## config.mk

```make
export PLATFORM = sky130hd
export DESIGN_NAME = imem_loader
export DESIGN_NICKNAME = d
export VERILOG_FILES = /design/src/rtl/imem_loader.sv
export SDC_FILE = /design/constraint.sdc
export NUM_CORES = 1
export LEC_CHECK = 0
export ABC_AREA = 1
export ABC_CLOCK_PERIOD_IN_PS = 3290
export CAP_MARGIN = 20
export CELL_PAD_IN_SITES_DETAIL_PLACEMENT = 1
export CELL_PAD_IN_SITES_GLOBAL_PLACEMENT = 1
export CORE_UTILIZATION = 30
export DETAILED_ROUTE_END_ITERATION = 12
export DONT_BUFFER_PORTS = 1
export GPL_TIMING_DRIVEN = 0
export PLACE_DENSITY_LB_ADDON = 0.15
export SETUP_SLACK_MARGIN = 0.02
export SLEW_MARGIN = 10
export SYNTH_ARGS = -nofsm -noshare
export SYNTH_HDL_FRONTEND = slang
export SYNTH_SLANG_ARGS = --single-unit
export TNS_END_PERCENT = 20
```

## constraint.sdc

```tcl
create_clock -name clock -period 3.29 [get_ports clock]
set_input_delay 0.658 -clock clock [delete_from_list [all_inputs] [get_ports clock]]
set_output_delay 0.658 -clock clock [all_outputs]
set_load 0.01 [all_outputs]
```

## src/rtl/imem_loader.sv

```systemverilog
// imem_loader: streams an instruction image into memory, then verifies it by checksum readback
module imem_loader #(
  parameter logic [31:0] PC_BASE_ADDR = 32'h80020000,
  parameter int          MAX_WORDS    = 1024,
  parameter bit          VERIFY       = 1'b1
) (
  input  logic        clock,
  input  logic        reset,
  input  logic        start,
  input  logic        in_valid,
  output logic        in_ready,
  input  logic [31:0] in_data,
  input  logic        in_last,
  output logic [31:0] mem_addr,
  output logic [31:0] mem_data_in,
  input  logic [31:0] mem_data_out,
  output logic        mem_rw,
  output logic        mem_en,
  output logic        busy,
  output logic        done,
  output logic        error,
  output logic [1:0]  err_code,
  output logic [31:0] word_count,
  output logic [31:0] fetch_pc
);
  typedef enum logic [2:0] {IDLE, LOAD, VRD, VCMP, DONE, ERROR} state_t;
  localparam logic [31:0] MAXW = 32'(MAX_WORDS);
  state_t state, state_n;
  logic [31:0] wsum, rsum, rd_idx;
  logic rd_p1, rd_p2;
  logic beat, ovf, wr, rd_last, sums_ok;
  assign in_ready = state == LOAD;
  assign busy     = state inside {LOAD, VRD, VCMP};
  assign done     = state == DONE;
  assign error    = state == ERROR;
  assign fetch_pc = done ? PC_BASE_ADDR : 32'd0;
  assign beat     = in_valid & in_ready;
  assign ovf      = beat && word_count == MAXW;
  assign wr       = beat & ~ovf;
  assign rd_last  = rd_idx == word_count - 32'd1;
  assign sums_ok  = !VERIFY || rsum == wsum;
  // next-state: readback drains through a two-stage pipe before the sums are compared
  always_comb begin
    state_n = state;
    case (state)
      IDLE, DONE, ERROR: state_n = start ? LOAD : state;
      LOAD:              state_n = ovf ? ERROR : (wr && in_last) ? (VERIFY ? VRD : VCMP) : LOAD;
      VRD:               state_n = rd_last ? VCMP : VRD;
      VCMP:              state_n = (rd_p1 || rd_p2) ? VCMP : sums_ok ? DONE : ERROR;
      default:           state_n = IDLE;
    endcase
  end
  // state register
  always_ff @(posedge clock) begin
    if (reset) state <= IDLE;
    else state <= state_n;
  end
  // registered memory port, counters and checksums
  always_ff @(posedge clock) begin
    if (reset) begin
      mem_addr    <= '0;
      mem_data_in <= '0;
      mem_rw      <= 1'b1;
      mem_en      <= 1'b0;
      word_count  <= '0;
      wsum        <= '0;
      rsum        <= '0;
      rd_idx      <= '0;
      rd_p1       <= 1'b0;
      rd_p2       <= 1'b0;
      err_code    <= '0;
    end else if (start && !busy) begin
      mem_rw      <= 1'b1;
      mem_en      <= 1'b0;
      word_count  <= '0;
      wsum        <= '0;
      rsum        <= '0;
      rd_idx      <= '0;
      rd_p1       <= 1'b0;
      rd_p2       <= 1'b0;
      err_code    <= '0;
    end else begin
      mem_en      <= wr || state == VRD;
      mem_rw      <= !wr;
      mem_addr    <= state == VRD ? {rd_idx[29:0], 2'b00} : wr ? {word_count[29:0], 2'b00} : mem_addr;
      mem_data_in <= wr ? in_data : mem_data_in;
      word_count  <= wr ? word_count + 32'd1 : word_count;
      wsum        <= wr ? wsum + in_data : wsum;
      rd_idx      <= state == VRD ? rd_idx + 32'd1 : rd_idx;
      rd_p1       <= state == VRD;
      rd_p2       <= rd_p1;
      rsum        <= rd_p2 ? rsum + mem_data_out : rsum;
      err_code    <= ovf ? 2'd1 : (state == VCMP && state_n == ERROR) ? 2'd2 : err_code;
    end
  end
endmodule

```

* After elaboration in Yosys (flattened, before gate mapping)
Cells that the tools add are included.
** Storage, ports and cells
- Word-level logic and storage cells :: 60
- Bits in registers :: 201
- Output and inout bits :: 136
- Memories kept :: 0
- Bits of input ports :: 69
- Memory bits (writable) :: 0
- Memory bits (read-only) :: 0
- Latch bits :: 0
** Cells by class
- Bitwise logic cells :: 4
- Multipliers :: 0
- Eq/ne operators :: 9
- Order comparisons :: 0
- Div/mod/pow operators :: 0
- $add $sub $neg :: 5
- Reductions and logical operators :: 17
- Multiplexer cells :: 12
- Shift-type cells :: 0
** Operators with widths (count)
- 32-bit two-way mux :: 3
- 32-bit by 1-bit adder with 32-bit output (second input constant) :: 2
- 32-bit adder :: 2
- 32-bit == test :: 2
- 32-bit by 11-bit == test with 1-bit output (second input constant) :: 1
- 32-bit by 1-bit subtractor with 32-bit output (second input constant) :: 1
- 3-bit one-hot mux with 4 select lines :: 1
- 3-bit == test (second input constant) :: 3
- 3-bit two-way mux :: 3
- 3-bit by 2-bit == test with 1-bit output (second input constant) :: 2
- 3-bit OR reduction :: 2
- 1-bit logical AND :: 4
- 1-bit two-way mux :: 4
- 2-bit AND reduction :: 2
- 2-bit nonzero test :: 2
- 3-bit by 1-bit == test with 1-bit output (second input constant) :: 1
- 3-bit zero test :: 1
- 3-bit nonzero test :: 1
- 1-bit AND :: 2
- 1-bit zero test :: 2
- 1-bit logical OR :: 2
- 2-bit two-way mux :: 1
- 1-bit inverter :: 2
- 2-bit OR reduction :: 1

* Logic depth before layout (Yosys ltp)
Gate-level depths: netlist (run 1).
- Depth in word-level cells :: 13
- Gate-level depth with buffers :: 18

* Worst setup path after synthesis (run 1)
Ideal clock, no wire load.
- Path kind :: input to register
- Start :: input port in_data[0]
- End :: register wsum[16]
- Cell stages on the path :: 15
- Data required time :: 3181 ps
- Setup time :: 109 ps
- Path slack :: 635 ps
- Data arrival time :: 2547 ps
- Path through :: ha_1 -> inv_1 -> fa_1 -> inv_1 -> nand3_1 -> nand2_1 -> a21boi_2 -> o21ai_0 -> a21oi_1 -> o21ai_0 -> a21oi_1 -> xor2_1 -> nand2_1 -> nand2_1 -> inv_1
** Between the ends
- Word-level cells in the longest chain between the ends :: 1
** Ends and longest elaborated chain
- from (decl) :: RTL line 12 : input logic [31:0] in_data,
- 32-bit adder :: RTL line 88 : wsum <= wr ? wsum + in_data : wsum;
- to (signal assigned) :: RTL line 88
- to (decl) :: RTL line 29 : logic [31:0] wsum, rsum, rd_idx;
No other way between the ends.
A chain may end at the register's enable or synchronous reset.

* Worst setup path after layout (run 1)
- Start :: register rsum[0]
- End :: register rsum[20]
** Between the ends
- Word-level cells in the longest chain between the ends :: 1
** Ends and longest elaborated chain
- from (decl) :: RTL line 29
- from (signal assigned) :: RTL line 92 : rsum <= rd_p2 ? rsum + mem_data_out : rsum;
- 32-bit adder :: RTL line 92
No other way between the ends.

==> flow_metrics.py, run 1 <==
metrics = {
    "outcome": {
        "status": "finished, final reports clean",
    },
    "critical_path": {
        "cp.depth": 13,
        "path_buf_inv": 3,
        "arrival_ps": 3370,
        "crit_slowest_cell": "o21bai_1",
        "r2r_cells": 13,
        "r2r_setup_slack_ps": 340,
        "path_class": "reg -> reg",
        "crit_top_cell": "inv_1",
        "worstReg2RegEnd": "rsum[20]$_SDFFE_PP0P_",
        "cp_slowest_stage_delay_ps": 580,
        "end_kind": "flop",
        "crit_path_start_kind": "flop",
        "r2r-start": "rsum[0]$_SDFFE_PP0P_",
        "crit_path_cell_trace": "ha_1 > inv_1 > fa_1 > inv_1 > nand3_1 > nand2_1 > a21oi_1 > o21bai_1 > a21oi_1 > o31ai_1 > xor2_1 > o21ai_0 > inv_1",
        "critical_path.max_fanout": 6,
        "critPathTopFamily": "compound AO/OA/AOI/OAI gates",
        "worstPathRequired_ps": 3710,
    },
    "die": {
        "core.rowCount": 78,
        "die_x_um": 216.4,
        "die_area_um2": 46840,
        "start_util": 0.3039,
        "core_region_area_um2": 45380,
        "die_y_um": 216.4,
        "ioPinCount": 205,
    },
    "logic_synthesis": {
        "synthXorXnorAreaFrac": 0.08228,
        "synth.distinct_cells": 55,
        "synthAdderAreaFrac": 0.06187,
        "muxShareOfSynthArea": 0,
        "synth_top_area_cell": "dfxtp_1",
        "async_flop_share": 0,
        "yosys.area.top_type_share": 0.2888,
        "postSynthAreaPerCell_um2": 6.565,
        "yosys_warnings": 0,
        "synth_top_family_by_area": "simple AND/OR/NAND/NOR gates",
        "synth-edff-count": 0,
        "synth_compound_area_frac": 0.1538,
        "netlist_area_um2": 13790,
        "synth_area_leaders": "dfxtp_1 (29%), nand2_1 (11%), nor2_1 (9.0%)",
        "yosysSeqAreaShare": 0.2888,
        "synth_simple_gate_area_frac": 0.3094,
        "ys.flop_type": "dfxtp_1",
        "synth_seq_cells": 199,
        "synth_cells": 2101,
    },
    "drt": {
        "first_iter_violations": 758,
        "drc": 0,
        "first_pass_iters": 5,
        "antenna_left": 0,
        "wl_um": 55680,
        "routed_via_density": 5.029,
        "vias": 13910,
        "drt-wirelength-per-cell_um": 20.14,
    },
    "power": {
        "pwr-share-clk": 0.380,
        "power.share.sequential": 0.436,
        "comb_power_share": 0.184,
        "internal-power_mw": 4.040,
        "power.density_nw_per_um2": 390.8,
        "leakage_nw": 6.809,
        "power_switching_mw": 1.935,
        "p_sw_frac": 0.3238,
        "vdd_drop_max_mv": 0.3704,
    },
    "hold_path": {
        "min_path_cells": 2,
        "hold_path_class": "in -> reg",
        "min_from": "in_data[26]",
        "min_delay_worst_endpoint": "mem_data_in[26]$_SDFFE_PP0P_",
    },
    "finish": {
        "multi_input_area_um2": 8506,
        "fillCellCount": 5871,
        "final_common_cell": "nand2_1",
        "regArea_um2": 3984,
        "layout_common_cells": "nand2_1 (407), nor2_1 (330), inv_1 (205)",
        "layout-drive-gt1-share": 0.07021,
        "area_delta_synth_final_pct": 10.84,
        "n_antenna_cell": 0,
        "fin_cells": 2765,
        "nets": 2288,
    },
    "cts": {
        "clkLatencyLatePin_ps": 470,
        "cts_tree": "yes",
        "cts_made_buffers": 17,
        "cts_max_path_buffers": 2,
        "clkTransAtPathRegs_ps": 80,
        "cts.sinks": 199,
        "cts-root-buf": "clkbuf_16",
        "post-cts-setup-buffer-count": 0,
        "htreeDepth": 4,
    },
    "global_route": {
        "grt_max_degree": 18,
        "grt_pass1_vias": 13880,
        "grt_antenna_before_repair": 1,
        "gr-total-overflow": 0,
        "grt_pass1_wl_um": 84530,
        "gr-usage-all-layers": 0.2388,
    },
    "place": {
        "place_congestion": 0.9029,
        "dp_cells": 2733,
        "pre_cts_slack_ps": -206.2,
        "dp_hpwl_um": 45550,
        "numPortBuffers": 0,
    },
    "timing": {
        "rsz0062_at_grt": "false",
        "finalSetupViolCount": 0,
        "hold_violations": 0,
        "worstMarginPinSlew_ps": 1137,
        "fmax_mhz": 339.4,
        "maxSlewViolCount": 0,
        "fin_ws_ps": 343.8,
        "fin_crit_sh": 0.8955,
        "finalCriticalPeriod_ps": 2946,
        "clock_skew_ps": 13.86,
        "relSlewSlack": 0.2422,
        "tns_ps": 0,
    },
    "run": {
        "max-cap-violations": 0,
    },
}
[synthesized netlist by cell type (36+ instances only)]
cell      instances
dfxtp_1         199
ha_1             65
o21ai_0         151
nor2_1          330
inv_1           205
clkbuf_1         41
buf_4            36
nor3_1           48
nand3_1          92
xor2_1           93
nand2_1         407
a21oi_1         142
[state kept, by name (all words and copies together), names as in the netlist]
name,flops
rd_idx,32
word_count,32
mem_data_in,32
state,3
rd_p2,1
err_code,2
rd_p1,1
mem_en,1
wsum,32
mem_addr,30
rsum,32
mem_rw,1
[through the flow]
step	utilization	power, mW	hold slack, ps	area, um^2
6_report	0.3369	5.974	351.5	15290
5_1_grt	0.3369	6.269	357.8	15290
4_1_cts	0.3367	6.038	327.0	15280
3_5_place_dp	0.3234	3.756	441.1	14680
3_3_place_gp	0.3230	3.727	415.9	14660
2_1_floorplan	-	3.387	408.3	13910
[how the worst max path moves through the flow]
stage | from | to | slack [ps]
4_1_cts | state[0]$_SDFF_PP0_ | rd_idx[26]$_SDFFE_PP0P_ | 110
2_1_floorplan | in_data[0] | wsum[16]$_SDFFE_PP0P_ | 630
5_1_grt | word_count[0]$_SDFFE_PP0P_ | err_code[0]$_SDFFE_PP0P_ | 40
3_3_place_gp | reset | rd_idx[20]$_SDFFE_PP0P_ | -240
3_5_place_dp | reset | rd_idx[26]$_SDFFE_PP0P_ | -210
6_report | rsum[0]$_SDFFE_PP0P_ | rsum[20]$_SDFFE_PP0P_ | 340
[kinds of logic after synthesis]
family,Yosys count
AOI/OAI and AO/OA,386
DFF,199
adders and majority gates,67
and+or+nand+nor,989
buffers and inverters,331
other,1
xor gates and xnor gates,128
[layout make-up]
| cell class | instances | area share |
|---|---|---|
| Multi-Input combinational cell | 1602 | 0.5563 |
| Timing Repair Buffer | 1 | 0.0009821 |
| Clock buffer | 18 | 0.02807 |
| Clock inverter | 14 | 0.01146 |
| Sequential cell | 199 | 0.2606 |
| Inverter | 214 | 0.05287 |
| Buffer | 117 | 0.04059 |
| Tap cell | 600 | 0.04910 |
[timing repair]
item | CTS | global route
hold buffers | 0 | 0
endpoints found under the setup margin | 0 | 11
resized for setup | 0 | 2
[power groups by stage]
stage / Sequential (mW) / Combinational [mW] / Clock (mW)
after floorplan: 2.61 / 0.773 / 0
after detailed placement: 2.66 / 1.09 / 0
final: 2.60 / 1.10 / 2.27
after global routing: 2.61 / 1.24 / 2.42
after CTS: 2.60 / 1.10 / 2.33
after global placement: 2.66 / 1.07 / 0
[metal layers]
layer,vias to the layer above,wire [um],global-route usage
li1,6935,-,-
met1,6639,28160,0.3451
met2,285,23020,0.3534
met3,47,3312,0.04716
met4,0,1183,0.07300
met5,-,0,0
Note: power is estimated with default switching activity, not from simulation.
==> run 2: changes to the inputs <==
ABC_AREA = not set   (was 1)
==> run 2 against run 1 <==
Compared with the run above: maximum frequency down 9.0%; critical path depth down 3; sequential share of layout area up 2.4 points; hold slack worse by 28 ps; routed wire length fell by 19%; sequential power shrank 3%; clock power fell by 7%; synthesized area is 9.5% lower; global-route usage down 2.6 points; non-clock buffer count up 14; final area decreased by 8.5%; largest power group unchanged; highest routed layer unchanged.
==> flow_metrics.py, run 2 <==
metrics = {
    "critical_path": {
        "worstPathRequired_ps": 3650,
        "critical_path.max_fanout": 10,
        "crit_path_start_kind": "flop",
        "end_kind": "flop",
        "arrival_ps": 3600,
        "path_class": "reg -> reg",
    },
    "logic_synthesis": {
        "async_flop_share": 0,
        "ys.flop_type": "dfxtp_1",
        "postSynthAreaPerCell_um2": 7.903,
        "synth_seq_cells": 199,
        "netlist_area_um2": 12480,
        "synth_cells": 1579,
        "yosys_warnings": 0,
        "synth.distinct_cells": 79,
        "synth_area_leaders": "dfxtp_1 (32%), xnor2_1 (7.5%), nand2_1 (6.8%)",
        "yosys.area.top_type_share": 0.3193,
        "synth_top_area_cell": "dfxtp_1",
        "synth-edff-count": 0,
        "yosysSeqAreaShare": 0.3193,
        "ys_top_cells_by_count": "nand2_1 (226), dfxtp_1 (199), nor2_1 (182)",
        "synth.most_common_cell": "nand2_1",
    },
    "timing": {
        "finalSetupViolCount": 0,
        "maxSlewViolCount": 0,
        "rsz0062_at_grt": "true",
        "relSlewSlack": 0.4283,
        "hold_violations": 0,
        "finalCriticalPeriod_ps": 3239,
        "worstMarginPinSlew_ps": 849.7,
        "fmax_mhz": 308.8,
        "clock_skew_ps": 14.76,
        "fin_crit_sh": 0.9844,
        "tns_ps": 0,
    },
    "drt": {
        "vias": 11450,
        "wl_um": 44990,
        "drt-wirelength-per-cell_um": 20.63,
        "first_iter_violations": 589,
        "routed_via_density": 5.250,
        "antenna_left": 0,
        "drc": 0,
        "first_pass_iters": 5,
    },
    "power": {
        "vdd_drop_max_mv": 0.2072,
        "leakage_nw": 5.535,
        "power.density_nw_per_um2": 378.1,
    },
    "global_route": {
        "grt_antenna_before_repair": 0,
        "gr-total-overflow": 0,
        "grt_pass1_wl_um": 68050,
        "grt_pass1_vias": 11280,
        "gr-usage-all-layers": 0.2132,
        "grt_max_degree": 17,
    },
    "finish": {
        "layout_common_cells": "nand2_1 (226), dfxtp_1 (198), nor2_1 (178)",
        "nets": 1772,
        "fillCellCount": 4951,
        "n_antenna_cell": 0,
        "final_util": 0.3420,
        "area_delta_synth_final_pct": 12.16,
        "layout-drive-gt1-share": 0.08187,
        "final_common_cell": "nand2_1",
        "finalInstanceArea_um2": 14000,
    },
    "cts": {
        "cts-root-buf": "clkbuf_16",
        "htreeDepth": 4,
        "cts_made_buffers": 17,
        "cts_tree": "yes",
        "cts.sinks": 199,
        "clkTransAtPathRegs_ps": 80,
        "cts_hold_buf": 0,
        "cts_max_path_buffers": 2,
        "clkLatencyLatePin_ps": 460,
    },
    "die": {
        "die_area_um2": 42410,
        "core_region_area_um2": 40920,
        "die_y_um": 205.9,
        "core.rowCount": 74,
        "start_util": 0.3049,
        "die_x_um": 205.9,
        "ioPinCount": 205,
    },
    "place": {
        "dp_hpwl_um": 35510,
        "numPortBuffers": 0,
        "place_congestion": 0.9032,
        "place_area_um2": 13280,
    },
    "run": {
        "max-cap-violations": 0,
    },
    "hold_path": {
        "hold_path_class": "in -> reg",
    },
    "outcome": {
        "status": "finished, final reports clean",
    },
}
## run 2: cell families after synthesis
logic type | after synthesis | share of synthesized area
AND/OR/NAND/NOR | 637 | 0.2398
AO/OA/AOI/OAI | 322 | 0.1699
flip-flops | 199 | 0.3193
XOR/XNOR | 179 | 0.1256
buffers and inverters | 153 | 0.05986
adder cells (fa/ha/maj) | 67 | 0.06838
multiplexers | 21 | 0.01685
other | 1 | 0.0003005
## run 2: path summary, 6_finish.rpt
check / start / end / slack (ps) / cells after the start
hold reg to reg: rsum[31]$_SDFFE_PP0P_ / rsum[31]$_SDFFE_PP0P_ / 490 / 2
setup reg to reg: word_count[21]$_SDFFE_PP0P_ / wsum[1]$_SDFFE_PP0P_ / 50 / 10
hold / removal: in_data[29] / mem_data_in[29]$_SDFFE_PP0P_ / 320 / 2
setup / recovery: word_count[21]$_SDFFE_PP0P_ / wsum[1]$_SDFFE_PP0P_ / 50 / 10
## run 2: report_power, final
part,internal [mW],leakage [nW],total [mW],switching (mW)
Combinational,0.231,3.66,0.663,0.432
Sequential,2.46,1.61,2.52,0.0635
Clock,1.09,0.268,2.11,1.02
Total,3.78,5.54,5.29,1.51
## run 2: layout make-up
class | instances | area (um^2) | area share
sequential | 199 | 3985 | 0.2847
tap | 532 | 665.6 | 0.04756
clock inverter | 9 | 93.84 | 0.006705
inverter | 28 | 105.1 | 0.007509
clock buffer | 23 | 467.9 | 0.03343
buffer | 125 | 655.6 | 0.04684
multi-input combinational | 1258 | 7969 | 0.5694
timing repair buffer | 7 | 53.80 | 0.003844
## run 2: stage by stage
step	std cells	total power [mW]	setup slack [ps]	hold WS (ps)
global placement	2142	3.222	-562.7	472.6
finish	2181	5.291	51.19	323.1
global route	2181	5.522	-103.8	306.5
detailed placement	2144	3.233	-472.0	480.1
floorplan	1610	3.022	197.7	430.9
CTS	2176	5.363	22.47	297.2
## run 2: worst max-delay path, stage by stage (launching register included)
cell,delay (ps)
dfxtp_1,390
clkbuf_1,480
or4_1,290
nor4_1,70
and4bb_1,290
nor2_2,300
buf_6,200
clkbuf_1,410
buf_2,410
nor2_1,70
a211oi_1,220
## run 2: metal layers
| layer | vias up | share of wire | global-route usage | wire length (um) |
|---|---|---|---|---|
| met1 | 5589 | 0.49 | 0.3038 | 22170 |
| met5 | - | 0 | 0 | 0 |
| li1 | 5586 | - | - | - |
| met3 | 37 | 0.056 | 0.04273 | 2514 |
| met4 | 0 | 0.017 | 0.05961 | 767 |
| met2 | 238 | 0.43 | 0.3223 | 19530 |
## run 2: timing repair
item                       in CTS  in global routing
buffers inserted                0                  5
pin swaps                       0                  2
setup endpoints to repair      72                139
resized for setup              13                 22
==> run 3: changes to the inputs <==
REMOVE_ABC_BUFFERS = 1   (was not set)
==> run 3 against run 2 <==
Compared with the run above: largest power group unchanged; sequential power hardly changed; register-to-register slack better by 50 ps; sequential cell count stayed put; routed wire length is 9.4% lower; core utilization is 1.0 points lower; critical endpoint is now state[0]$_SDFF_PP0_; global-route usage is 2.4 points lower; non-clock buffer count is 120 lower; hold slack worse by 62 ps.
==> flow_metrics.py, run 3 (same netlist as run 2, synthesis figures left out) <==
metrics = {
    "timing": {
        "fmax_mhz": 313.4,
        "fin_ws_ps": 98.74,
        "holdWs_ps": 261.3,
        "hold_violations": 0,
        "finalCriticalPeriod_ps": 3191,
        "worstMarginPinSlew_ps": 851.4,
        "relSlewSlack": 0.4324,
        "fin_crit_sh": 0.9700,
        "rsz0062_at_grt": "true",
        "clock_skew_ps": 9.265,
        "finalSetupViolCount": 0,
        "tns_ps": 0,
        "maxSlewViolCount": 0,
    },
    "finish": {
        "layout-drive-gt1-share": 0.06136,
        "fillCellCount": 4946,
        "final_common_cell": "nand2_1",
        "area_delta_synth_final_pct": 8.874,
        "n_antenna_cell": 0,
        "layout_common_cells": "nand2_1 (226), dfxtp_1 (195), nor2_1 (180)",
        "fin_cells": 2064,
        "final_util": 0.3320,
        "nets": 1655,
    },
    "cts": {
        "cts_hold_buf": 0,
        "cts_made_buffers": 17,
        "cts-root-buf": "clkbuf_16",
        "clkTransAtPathRegs_ps": 80,
        "cts_tree": "yes",
        "cts.sinks": 199,
        "cts_max_path_buffers": 2,
        "clkLatencyLatePin_ps": 470,
        "htreeDepth": 4,
    },
    "die": {
        "start_util": 0.3049,
        "core_region_area_um2": 40920,
        "die_area_um2": 42410,
        "core.rowCount": 74,
        "die_x_um": 205.9,
        "die_y_um": 205.9,
        "ioPinCount": 205,
    },
    "critical_path": {
        "r2r_setup_slack_ps": 100,
        "worstPathRequired_ps": 3700,
        "end_kind": "flop",
        "r2r-start": "word_count[2]$_SDFFE_PP0P_",
        "worstReg2RegEnd": "state[0]$_SDFF_PP0_",
        "path_class": "reg -> reg",
        "crit_path_start": "word_count[2]$_SDFFE_PP0P_",
        "arrival_ps": 3600,
        "r2r_cells": 9,
        "crit_path_start_kind": "flop",
        "cp-endpoint": "state[0]$_SDFF_PP0_",
        "critical_path.max_fanout": 15,
    },
    "global_route": {
        "gr-usage-all-layers": 0.1893,
        "grt_antenna_before_repair": 0,
        "grt_use_met3": 0.05109,
        "grt.busiest_layer": "met2",
        "use_met1": 0.2636,
        "grt_pass1_vias": 10690,
        "gr-total-overflow": 0,
        "use_met2": 0.2899,
        "grt_pass1_wl_um": 62170,
        "grt_max_degree": 69,
    },
    "outcome": {
        "status": "finished, final reports clean",
    },
    "place": {
        "dp_hpwl_um": 29610,
        "numPortBuffers": 0,
        "dp_cells": 2024,
        "place_congestion": 0.8154,
        "pre_cts_slack_ps": -372.4,
    },
    "drt": {
        "first_iter_violations": 528,
        "routed_via_density": 5.266,
        "antenna_left": 0,
        "wl_um": 40780,
        "first_pass_iters": 4,
        "drc": 0,
        "vias": 10870,
        "drt-wirelength-per-cell_um": 19.76,
    },
    "hold_path": {
        "hold_path_class": "in -> reg",
    },
    "power": {
        "vdd_drop_max_mv": 0.3383,
        "leakage_nw": 5.248,
        "power.density_nw_per_um2": 390.2,
    },
    "run": {
        "max-cap-violations": 0,
    },
}
run 3: changes by cell type in the layout (fill, tap and decap cells not counted), sizes merged:
| cell | change |
|---|---|
| clkbuf | -71 |
| buf | -53 |
| inv | +4 |
| or2 | +2 |
| bufinv | +1 |
| clkinvlp | -1 |
| nor2 | +1 |
run 3: critical path: stages, from the launching register on:
cell and delay [ps]:
dfxtp_1 530, or4_4 700, nor2_4 300, nand2_1 170
a221oi_1 340, o21ai_0 160, nor4_2 460, nand4_1 140
nor3_1 200, o21ba_1 140
run 3: per-stage QoR:
step                      instance area, um^2  total power [mW]
after floorplan                         11950             2.963
after global placement                  12620             3.123
after detailed placement                12810             3.154
after CTS                               13450             5.385
after global routing                    13590             5.555
final                                   13590             5.302
run 3: power by group:
group | leakage (nW) | internal (mW) | switching, mW
Sequential | 1.61 | 2.46 | 0.0661
Clock | 0.289 | 1.15 | 1.04
Combinational | 3.35 | 0.212 | 0.373
Total | 5.25 | 3.82 | 1.48
run 3: repair_timing:
action                                  in CTS  in global routing
pin swaps                                    1                  3
gates cloned                                 0                  3
resized for setup                           13                 15
buffers inserted                             0                  5
endpoints found under the setup margin      67                 57
run 3: worst min path at each step:
stage,end,from,cells past startpoint
final,mem_addr[10]$_SDFFE_PP0P_,reset,1
after global routing,mem_addr[19]$_SDFFE_PP0P_,reset,1
after CTS,mem_addr[12]$_SDFFE_PP0P_,reset,1
after detailed placement,wsum[12]$_SDFFE_PP0P_,wsum[12]$_SDFFE_PP0P_,2
after global placement,rsum[31]$_SDFFE_PP0P_,rsum[31]$_SDFFE_PP0P_,2
after floorplan,rd_p2$_SDFF_PP0_,rd_p1$_SDFF_PP0_,1
run 3: area by class of cell:
class,count,area (um^2),share of cell area
clock buffer,19,442.9,0.03260
clock inverter,13,143.9,0.01059
inverter,28,105.1,0.007736
multi-input combinational,1261,8044,0.5921
sequential,199,3989,0.2936
tap,532,665.6,0.04900
timing repair buffer,12,195.2,0.01437
run 3: metal layers:
layer | vias up | wire length [um]
met5 | - | 0
met4 | 0 | 372
met3 | 19 | 2260
met2 | 174 | 17880
met1 | 5319 | 20260
li1 | 5357 | -
